===== src/rtl/off_chip_emulator.sv =====
// Device-side model of a front-end readout ASIC: BCID/L1ID counters, a trigger FIFO,
// a serial command receiver and a parity-protected event-frame serializer.
module off_chip_emulator #(
  parameter int unsigned FIFO_DEPTH = 8,
  parameter logic [7:0]  CMD_ECR    = 8'hA5,
  parameter logic [7:0]  CMD_BCR    = 8'h3C,
  parameter logic [7:0]  CMD_FLUSH  = 8'h5A
) (
  input  logic clkin40,
  input  logic rst,
  input  logic trigger,
  input  logic command,
  output logic dataout
);

  localparam int unsigned AW        = $clog2(FIFO_DEPTH);
  localparam logic [AW:0] DepthCnt  = FIFO_DEPTH[AW:0];
  localparam logic [4:0]  FrameLen  = 5'd19;
  localparam logic [3:0]  RxDecode  = 4'd9;

  logic [7:0]    bcid_q, l1id_q;
  logic [15:0]   fifo_mem [FIFO_DEPTH];
  logic [AW:0]   wptr_q, rptr_q;
  logic [AW:0]   fill;
  logic          fifo_empty, fifo_full;
  logic [3:0]    rx_cnt_q;
  logic [7:0]    rx_code_q;
  logic          decode, do_ecr, do_bcr, do_flush;
  logic [18:0]   shreg_q;
  logic [4:0]    bits_left_q;
  logic          ser_ready, pop, push;
  logic [15:0]   head_rec;
  logic [18:0]   frame;

  assign decode     = (rx_cnt_q == RxDecode);
  assign do_ecr     = decode && (rx_code_q == CMD_ECR);
  assign do_bcr     = decode && (rx_code_q == CMD_BCR);
  assign do_flush   = decode && (rx_code_q == CMD_FLUSH);

  assign fill       = wptr_q - rptr_q;
  assign fifo_empty = (fill == '0);
  assign fifo_full  = (fill == DepthCnt);

  // Serializer can take a new record on the edge that emits the guard bit,
  // which keeps backlogged frames exactly FrameLen cycles apart.
  assign ser_ready  = (bits_left_q <= 5'd1);
  assign pop        = ser_ready && !fifo_empty && !do_flush;
  assign push       = trigger && !do_flush && (!fifo_full || pop);

  assign head_rec   = fifo_mem[rptr_q[AW-1:0]];
  assign frame      = {1'b1, head_rec, ^head_rec, 1'b0};

  always_ff @(posedge clkin40 or negedge rst) begin
    if (!rst) begin
      bcid_q <= '0;
      l1id_q <= '0;
    end else begin
      bcid_q <= do_bcr ? 8'd0 : bcid_q + 8'd1;
      if (do_ecr) begin
        l1id_q <= 8'd0;
      end else if (trigger) begin
        l1id_q <= l1id_q + 8'd1;
      end
    end
  end

  always_ff @(posedge clkin40 or negedge rst) begin
    if (!rst) begin
      wptr_q <= '0;
      rptr_q <= '0;
      for (int i = 0; i < int'(FIFO_DEPTH); i++) begin
        fifo_mem[i] <= '0;
      end
    end else if (do_flush) begin
      rptr_q <= wptr_q;
    end else begin
      if (push) begin
        fifo_mem[wptr_q[AW-1:0]] <= {l1id_q, bcid_q};
        wptr_q <= wptr_q + 1'b1;
      end
      if (pop) begin
        rptr_q <= rptr_q + 1'b1;
      end
    end
  end

  // rx_cnt_q: 0 idle, 1..8 shifting code bits, 9 decode.
  always_ff @(posedge clkin40 or negedge rst) begin
    if (!rst) begin
      rx_cnt_q  <= '0;
      rx_code_q <= '0;
    end else if (rx_cnt_q == 4'd0) begin
      if (command) begin
        rx_cnt_q <= 4'd1;
      end
    end else if (decode) begin
      rx_cnt_q <= 4'd0;
    end else begin
      rx_code_q <= {rx_code_q[6:0], command};
      rx_cnt_q  <= rx_cnt_q + 4'd1;
    end
  end

  always_ff @(posedge clkin40 or negedge rst) begin
    if (!rst) begin
      shreg_q     <= '0;
      bits_left_q <= '0;
      dataout     <= 1'b0;
    end else begin
      dataout <= (bits_left_q != 5'd0) ? shreg_q[18] : 1'b0;
      if (pop) begin
        shreg_q     <= frame;
        bits_left_q <= FrameLen;
      end else if (bits_left_q != 5'd0) begin
        shreg_q     <= {shreg_q[17:0], 1'b0};
        bits_left_q <= bits_left_q - 5'd1;
      end
    end
  end

endmodule


===== config.mk =====
export PLATFORM = sky130hd
export DESIGN_NAME = off_chip_emulator
export DESIGN_NICKNAME = d
export VERILOG_FILES = /design/src/rtl/off_chip_emulator.sv
export SDC_FILE = /design/constraint.sdc
export NUM_CORES = 1
export LEC_CHECK = 0
export ABC_AREA = 1
export CAP_MARGIN = 20
export CORE_ASPECT_RATIO = 1.75
export CORE_UTILIZATION = 43
export DETAILED_ROUTE_END_ITERATION = 6
export SYNTH_ARGS = -nofsm -noshare
export SYNTH_HDL_FRONTEND = slang
export SYNTH_SLANG_ARGS = --single-unit

===== constraint.sdc =====
create_clock -name clkin40 -period 2.7 [get_ports clkin40]
set_clock_uncertainty 0.1 [all_clocks]
set_input_delay 0.54 -clock clkin40 [delete_from_list [all_inputs] [get_ports clkin40]]
set_output_delay 0.54 -clock clkin40 [all_outputs]
set_load 0.02 [all_outputs]

==> results by group, run 1 <==
Routing
  • 1st-pass router iterations: 5
  • Drt via density: approximately 4.9
  • Drt total wl: about 24000 um
  • Drt first-iter violations: 423
  • ANT nets after route: 0
  • Vias: between 7000 and 8000
  • DR WL/cell: 15.0 um
  • DRC violations left: 0

Critical path
  • WP data arrival: around 2.7 ns
  • Slowest-stage cell, CP: dfrtp_1
  • Critical Path Sink Type: flop
  • R2R Setup Slk: approximately 0.26 ns
  • Worst Path Buf+Inv: 3
  • FF-to-FF End: shreg_q[4]
  • Largest delay share family, worst path: compound AO/OA/AOI/OAI gates
  • CP Max Fanout: 21
  • R2r startpoint: wptr_q[1]
  • Cell chain of the critical path: ha_1 -> inv_1 -> o21bai_4 -> xor2_1 -> nor2_1 -> a21boi_2 -> nand2_1 -> buf_4 -> buf_12 -> nand3_1 -> o211ai_1
  • CP startpoint kind: flop
  • Max incr delay on CP: 0.44 ns
  • WP data required: between 2 and 3 ns
  • Worst Setup Path Type: reg2reg
  • Register-to-Register Path Depth: 11

Outcome
  • Failing checks: hold timing
  • Status: finished, violations left

Clock tree
  • Post-CTS Setup Bufs: 0
  • TritonCTS clock tree: built
  • H-tree levels: 4
  • Clk Latency, worst-skew pair: between 0.4 and 0.5 ns
  • Clock root cell: clkbuf_16
  • TritonCTS Sinks: 188
  • TritonCTS buffer count: 17
  • Clock slew seen by the registers of the worst setup and hold paths: 0.07 ns
  • Deepest clock path buffer count: 2

Hold path
  • Hold Crit Class: in2async

Logic synthesis
  • Synth cell types: 40
  • Synthesized area: between 9000 and 10000 um2
  • Register area share after synthesis: 0.475
  • Synth Register Bits: between 150 and 200
  • Ys flop type: dfrtp_1
  • Synth Area per Inst: between 7 and 8 um2
  • Post-synth EDFFs: 0
  • Syn_nets: around 1300
  • Async SR Flop Fraction: 1.00
  • Syn Inst Count: roughly 1300
  • Synth Warn #: 0

Timing
  • Min Tclk post-route: around 2.4 ns
  • Pins Over Slew Limit: 0
  • Worst slew pin tran: 0.588 ns
  • Fmax: just over 400 MHz
  • Period utilization: 0.903
  • TNS Setup: 0 ns
  • Final hold vios: 8
  • RSZ-0062 raised after global routing: false
  • Worst slew margin: 0.608
  • Final setup margin: about 0.26 ns
  • WHS: -0.0147 ns
  • Count of final setup violators: 0

GRT
  • Largest net degree at the start of global routing: 66
  • Global-route wire length before repair: between 30000 and 40000 um
  • Number of global-route vias before repair: about 7600
  • GRT Resource Usage Total: 0.227
  • GRT overflow: 0
  • Initial antenna violation count: 0

Layout
  • Non-Filler Instances: between 1500 and 2000
  • Layout cells sized above 1: 0.0801
  • Area added between synthesis and finish: 10.4%
  • Final Core Density: 0.482
  • Diodes inserted: 0
  • Net count reported at finish: 1303

Placed design
  • Placed cells: ~1600
  • Post-DP HPWL: about 16000 um
  • Placer Congestion: 0.756
  • IO Port Bufs: 4
  • Worst slack at placement: around 0.18 ns

Die
  • Die Y: 203 um
  • I/O pins: 5
  • Core area: 22700 um2
  • Site row count: between 70 and 80
  • Die Wd: roughly 120 um
  • Initial core utilization: 0.437
  • Die area: between 20000 and 25000 um2

Power
  • LEAKAGE: ~5.6 nW
  • Maximum VDD drop: slightly above 0.0007 V
  • Power per cell area: between 1000 and 1500 nW/um2
  • Final Power: around 14 mW

Run
  • Max cap viols: 0
==> cell families (layout without fill, tap and decap cells) <==
family	count (synthesis)	count (layout)	share of synthesized area
flops	188	188	0.475
buf+inv	228	241	0.115
simple gates	651	651	0.273
fa+ha+maj	13	13	0.0164
compound gates	192	192	0.108
xor+xnor	14	14	0.0124
==> through the flow <==
step / instance area (um2) / hold WS, ns
2_1_floorplan: 9890 / 0.144
3_3_place_gp: 10300 / 0.363
3_5_place_dp: 10300 / 0.356
4_1_cts: 10900 / 0.00183
5_1_grt: 10900 / 0.0242
6_report: 10900 / -0.0147
==> placed cells by master (no fill, tap or decap), types with 2 or more instances in the layout <==
master	instances
a21oi_1	14
buf_12	13
buf_4	27
bufinv_16	5
clkbuf_1	5
clkbuf_16	17
clkbuf_8	5
clkdlybuf4s50_1	3
clkinv_1	2
dfrtp_1	187
ha_1	13
inv_1	153
inv_2	8
nand2_1	466
nand2_2	4
nand2_4	7
nand3_1	100
nand3_2	2
nand4_1	2
nor2_1	52
nor3_1	8
nor3_2	2
nor3b_1	2
nor4_1	4
o211ai_1	18
o21ai_0	92
o21ai_1	53
o21ai_2	6
o221ai_1	2
o22ai_1	2
xnor2_1	3
xor2_1	11
==> routing by layer <==
metal	up-vias	track usage	share of wire
li1	4037	-	-
met1	3719	0.273	0.43
met2	112	0.397	0.52
met3	35	0.0397	0.026
met4	0	0.0859	0.025
met5	-	0	0
==> how the worst max path moves through the flow <==
stage | startpoint | endpoint | depth (start not counted)
after detailed placement | trigger | fifo_mem[10] | 9
after global routing | wptr_q[1] | fifo_mem[0] | 12
after global placement | trigger | fifo_mem[1] | 9
after floorplan | rptr_q[1] | fifo_mem[19] | 15
final | wptr_q[1] | shreg_q[4] | 11
after CTS | wptr_q[1] | wptr_q[3] | 11
==> power by group <==
part	internal [mW]	leakage, nW	switching (mW)
clock	1.74	0.319	1.08
sequential	3.98	2.40	0.668
combinational	2.38	2.85	4.48
==> synth_stat cells (7+ instances only) <==
cell | count | area, um2
a21oi_1 | 14 | 70.1
buf_2 | 15 | 75.1
buf_4 | 7 | 52.6
buf_6 | 27 | 304
clkbuf_1 | 10 | 37.5
dfrtp_1 | 188 | 4700
ha_1 | 13 | 163
inv_1 | 153 | 574
inv_2 | 9 | 33.8
nand2_1 | 466 | 1750
nand2_4 | 7 | 78.8
nand3_1 | 100 | 500
nor2_1 | 52 | 195
nor3_1 | 8 | 40.0
o211ai_1 | 18 | 135
o21ai_0 | 92 | 460
o21ai_1 | 53 | 265
xor2_1 | 11 | 96.3
==> repair_timing <==
item	in CTS	in global routing
endpoints found under the hold margin	0	0
hold buffers	0	0
endpoints found under the setup margin	0	8
resized for setup	0	2
==> sequential cells by signal (all words and copies together) (netlist names) <==
register,cells
wptr_q,4
rx_cnt_q,4
rx_code_q,8
dataout,1
bits_left_q,5
shreg_q,18
l1id_q,8
rptr_q,4
bcid_q,8
fifo_mem,128
==> layout make-up <==
cell class,count,area (um2)
clock buffer,26,499
inverter,165,627
timing repair buffer,44,507
fill,2367,11700
sequential,188,4710
multi-input combinational,870,4050
clock inverter,6,155
tap,300,375
(Power assumes the default switching activity.)
==> run 2: changes to the inputs <==
- SLEW_MARGIN: not set -> 25
==> results of run 2 <==
The final DEF is identical to that of run 1; final timing and power are the same.
==> run 3: changes to the inputs <==
- CAP_MARGIN: 20 -> not set
- SLEW_MARGIN: 25 -> 20
==> results of run 3 <==
The final DEF is identical to that of run 1; final timing and power are the same.
==> RTL change (config.mk and constraints of run 2) <==
Set the parameter `FIFO_DEPTH` to 16 (it was 8).
--- a/src/rtl/off_chip_emulator.sv
+++ b/src/rtl/off_chip_emulator.sv
@@ -3,3 +3,3 @@
 module off_chip_emulator #(
-  parameter int unsigned FIFO_DEPTH = 8,
+  parameter int unsigned FIFO_DEPTH = 16,
   parameter logic [7:0]  CMD_ECR    = 8'hA5,
Check against the original RTL: no difference found for any inputs over 4 cycles, from zero or initial values and one cycle with rst low; that may be too few to reach the edited logic, so the function may still have changed.
==> RTL change against run 2 <==
The run ends with setup timing left. Sequential cell count is 130 higher. Utilization is 1.5 points higher. Synthesized area is 65% higher. Global-route usage is 0.46 points higher. Setup slack worse by 290 ps. Wire length is 94% higher. Die area is 64% higher. Final area is 71% higher. Sequential share of layout area is 0.42 points lower. First-iteration DRC count is 110% higher. Maximum frequency is 11% lower. Power is 64% higher. Critical path type unchanged.
==> RTL change: results (changes against run 2) <==
* Status: finished with violations
* Failing checks: setup timing
* Via Count at 13700 (+73%)
* Pleak at 9.21 nW (+65%)
* Initial DRC count at 906 (+110%)
* Synth Area in XOR/XNOR at 0.805% (-0.43 points)
* Crit path max-delay cell type: dfrtp_2
* Top Registers: fifo_mem x256, shreg_q x18
* Crit path max fanout at 8 (-62%)
* Worst-skew pair later-pin latency at 570 ps (+120 ps)
* First-pass GRT wire length at 69600 um (+75%)
* Post-Syn Nets at 2124 (+63%)
* Worst Setup Slack, final at -29.1 ps (-291 ps)
* Worst-margin pin slew at 742 ps (+154 ps)
* Max IR drop VDD at 0.713 mV (-0.51%)
* CP arrival at 3060 ps (+400 ps)
* M1 WL at 18300 um (+78%)
* Hpwl dp at 28000 um (+79%)
* Synth cell types at 39 (-2.5%)
* Crit path max-delay family: simple AND/OR/NAND/NOR gates
* Routed length on met2 at 24500 um (+95%)
* Cts bufs inserted at 30 (+13)
* Number of global-route vias before repair at 12900 (+68%)
* Synth top cells by count: 682 x nand2_1, 318 x dfrtp_1, 187 x inv_1
* Met1 GRT Util at 27.9% (+0.61 points)
* Min-delay worst type: register to register
* Setup Viol. Count Final at 10 (+10)
* Synth top area cells: dfrtp_1 49%, nand2_1 16%, o21ai_0 5.6%
* Dpl cells at 2541 (+62%)
* Setup_tns at -113 ps (-113 ps)
[RTL change: cell count changes after synthesis, moves of 31 or more]
cell     delta
dfrtp_1   +130
nand3_1    +60
buf_2      +31
o21ai_1    +74
nor2_1    +128
o21ai_0    +89
inv_1      +34
nand2_1   +216
[RTL change: cell type report]
type	instances	area [um^2]	share of cell area [%]
flip-flops and latches	318	7960	42.7
multi-input cells	1462	6970	37.3
repair buffers	104	1410	7.56
clock buffers	44	885	4.74
inverters	197	746	4.00
well taps	480	601	3.22
clock inverters	6	91.3	0.489
[RTL change: power breakdown]
group	total (mW)	internal [mW]	switching (mW)
Sequential	7.77	6.66	1.11
Combinational	11.4	4.15	7.24
Clock	4.29	2.44	1.84
Total	23.4	13.3	10.2
[RTL change: final timing paths]
check                                from       endpoint  slack, ps  cells past startpoint
worst max-delay path            rptr_q[1]  fifo_mem[108]        -30                     15
worst min-delay path            bcid_q[0]      bcid_q[0]        360                      1
worst max register to register  rptr_q[1]  fifo_mem[108]        -30                     15
worst min register to register  bcid_q[0]      bcid_q[0]        360                      1
max in group asynchronous             rst   fifo_mem[11]       1330                      3
min in group asynchronous             rst   fifo_mem[30]        400                      2
[RTL change: stage by stage]
stage                     setup WS (ps)  power [mW]  hold WS [ps]  util [%]  area [um^2]
after floorplan                    85.4        15.4           144         -        16300
after global placement             72.5        18.2           346      45.5        17100
after detailed placement           12.4        18.5           355      45.5        17100
after CTS                          8.31        22.9           363      48.1        18100
after global routing               -147        25.3           379      49.7        18700
final                             -29.1        23.4           355      49.7        18700
[RTL change: what timing repair did]
item	4_1_cts	5_1_grt
resized for setup	1	67
hold buffers	1	0
endpoints found under the hold margin	58	0
setup buffers	0	6
setup endpoints to repair	1	227
pin swaps	0	6
gates cloned	0	13
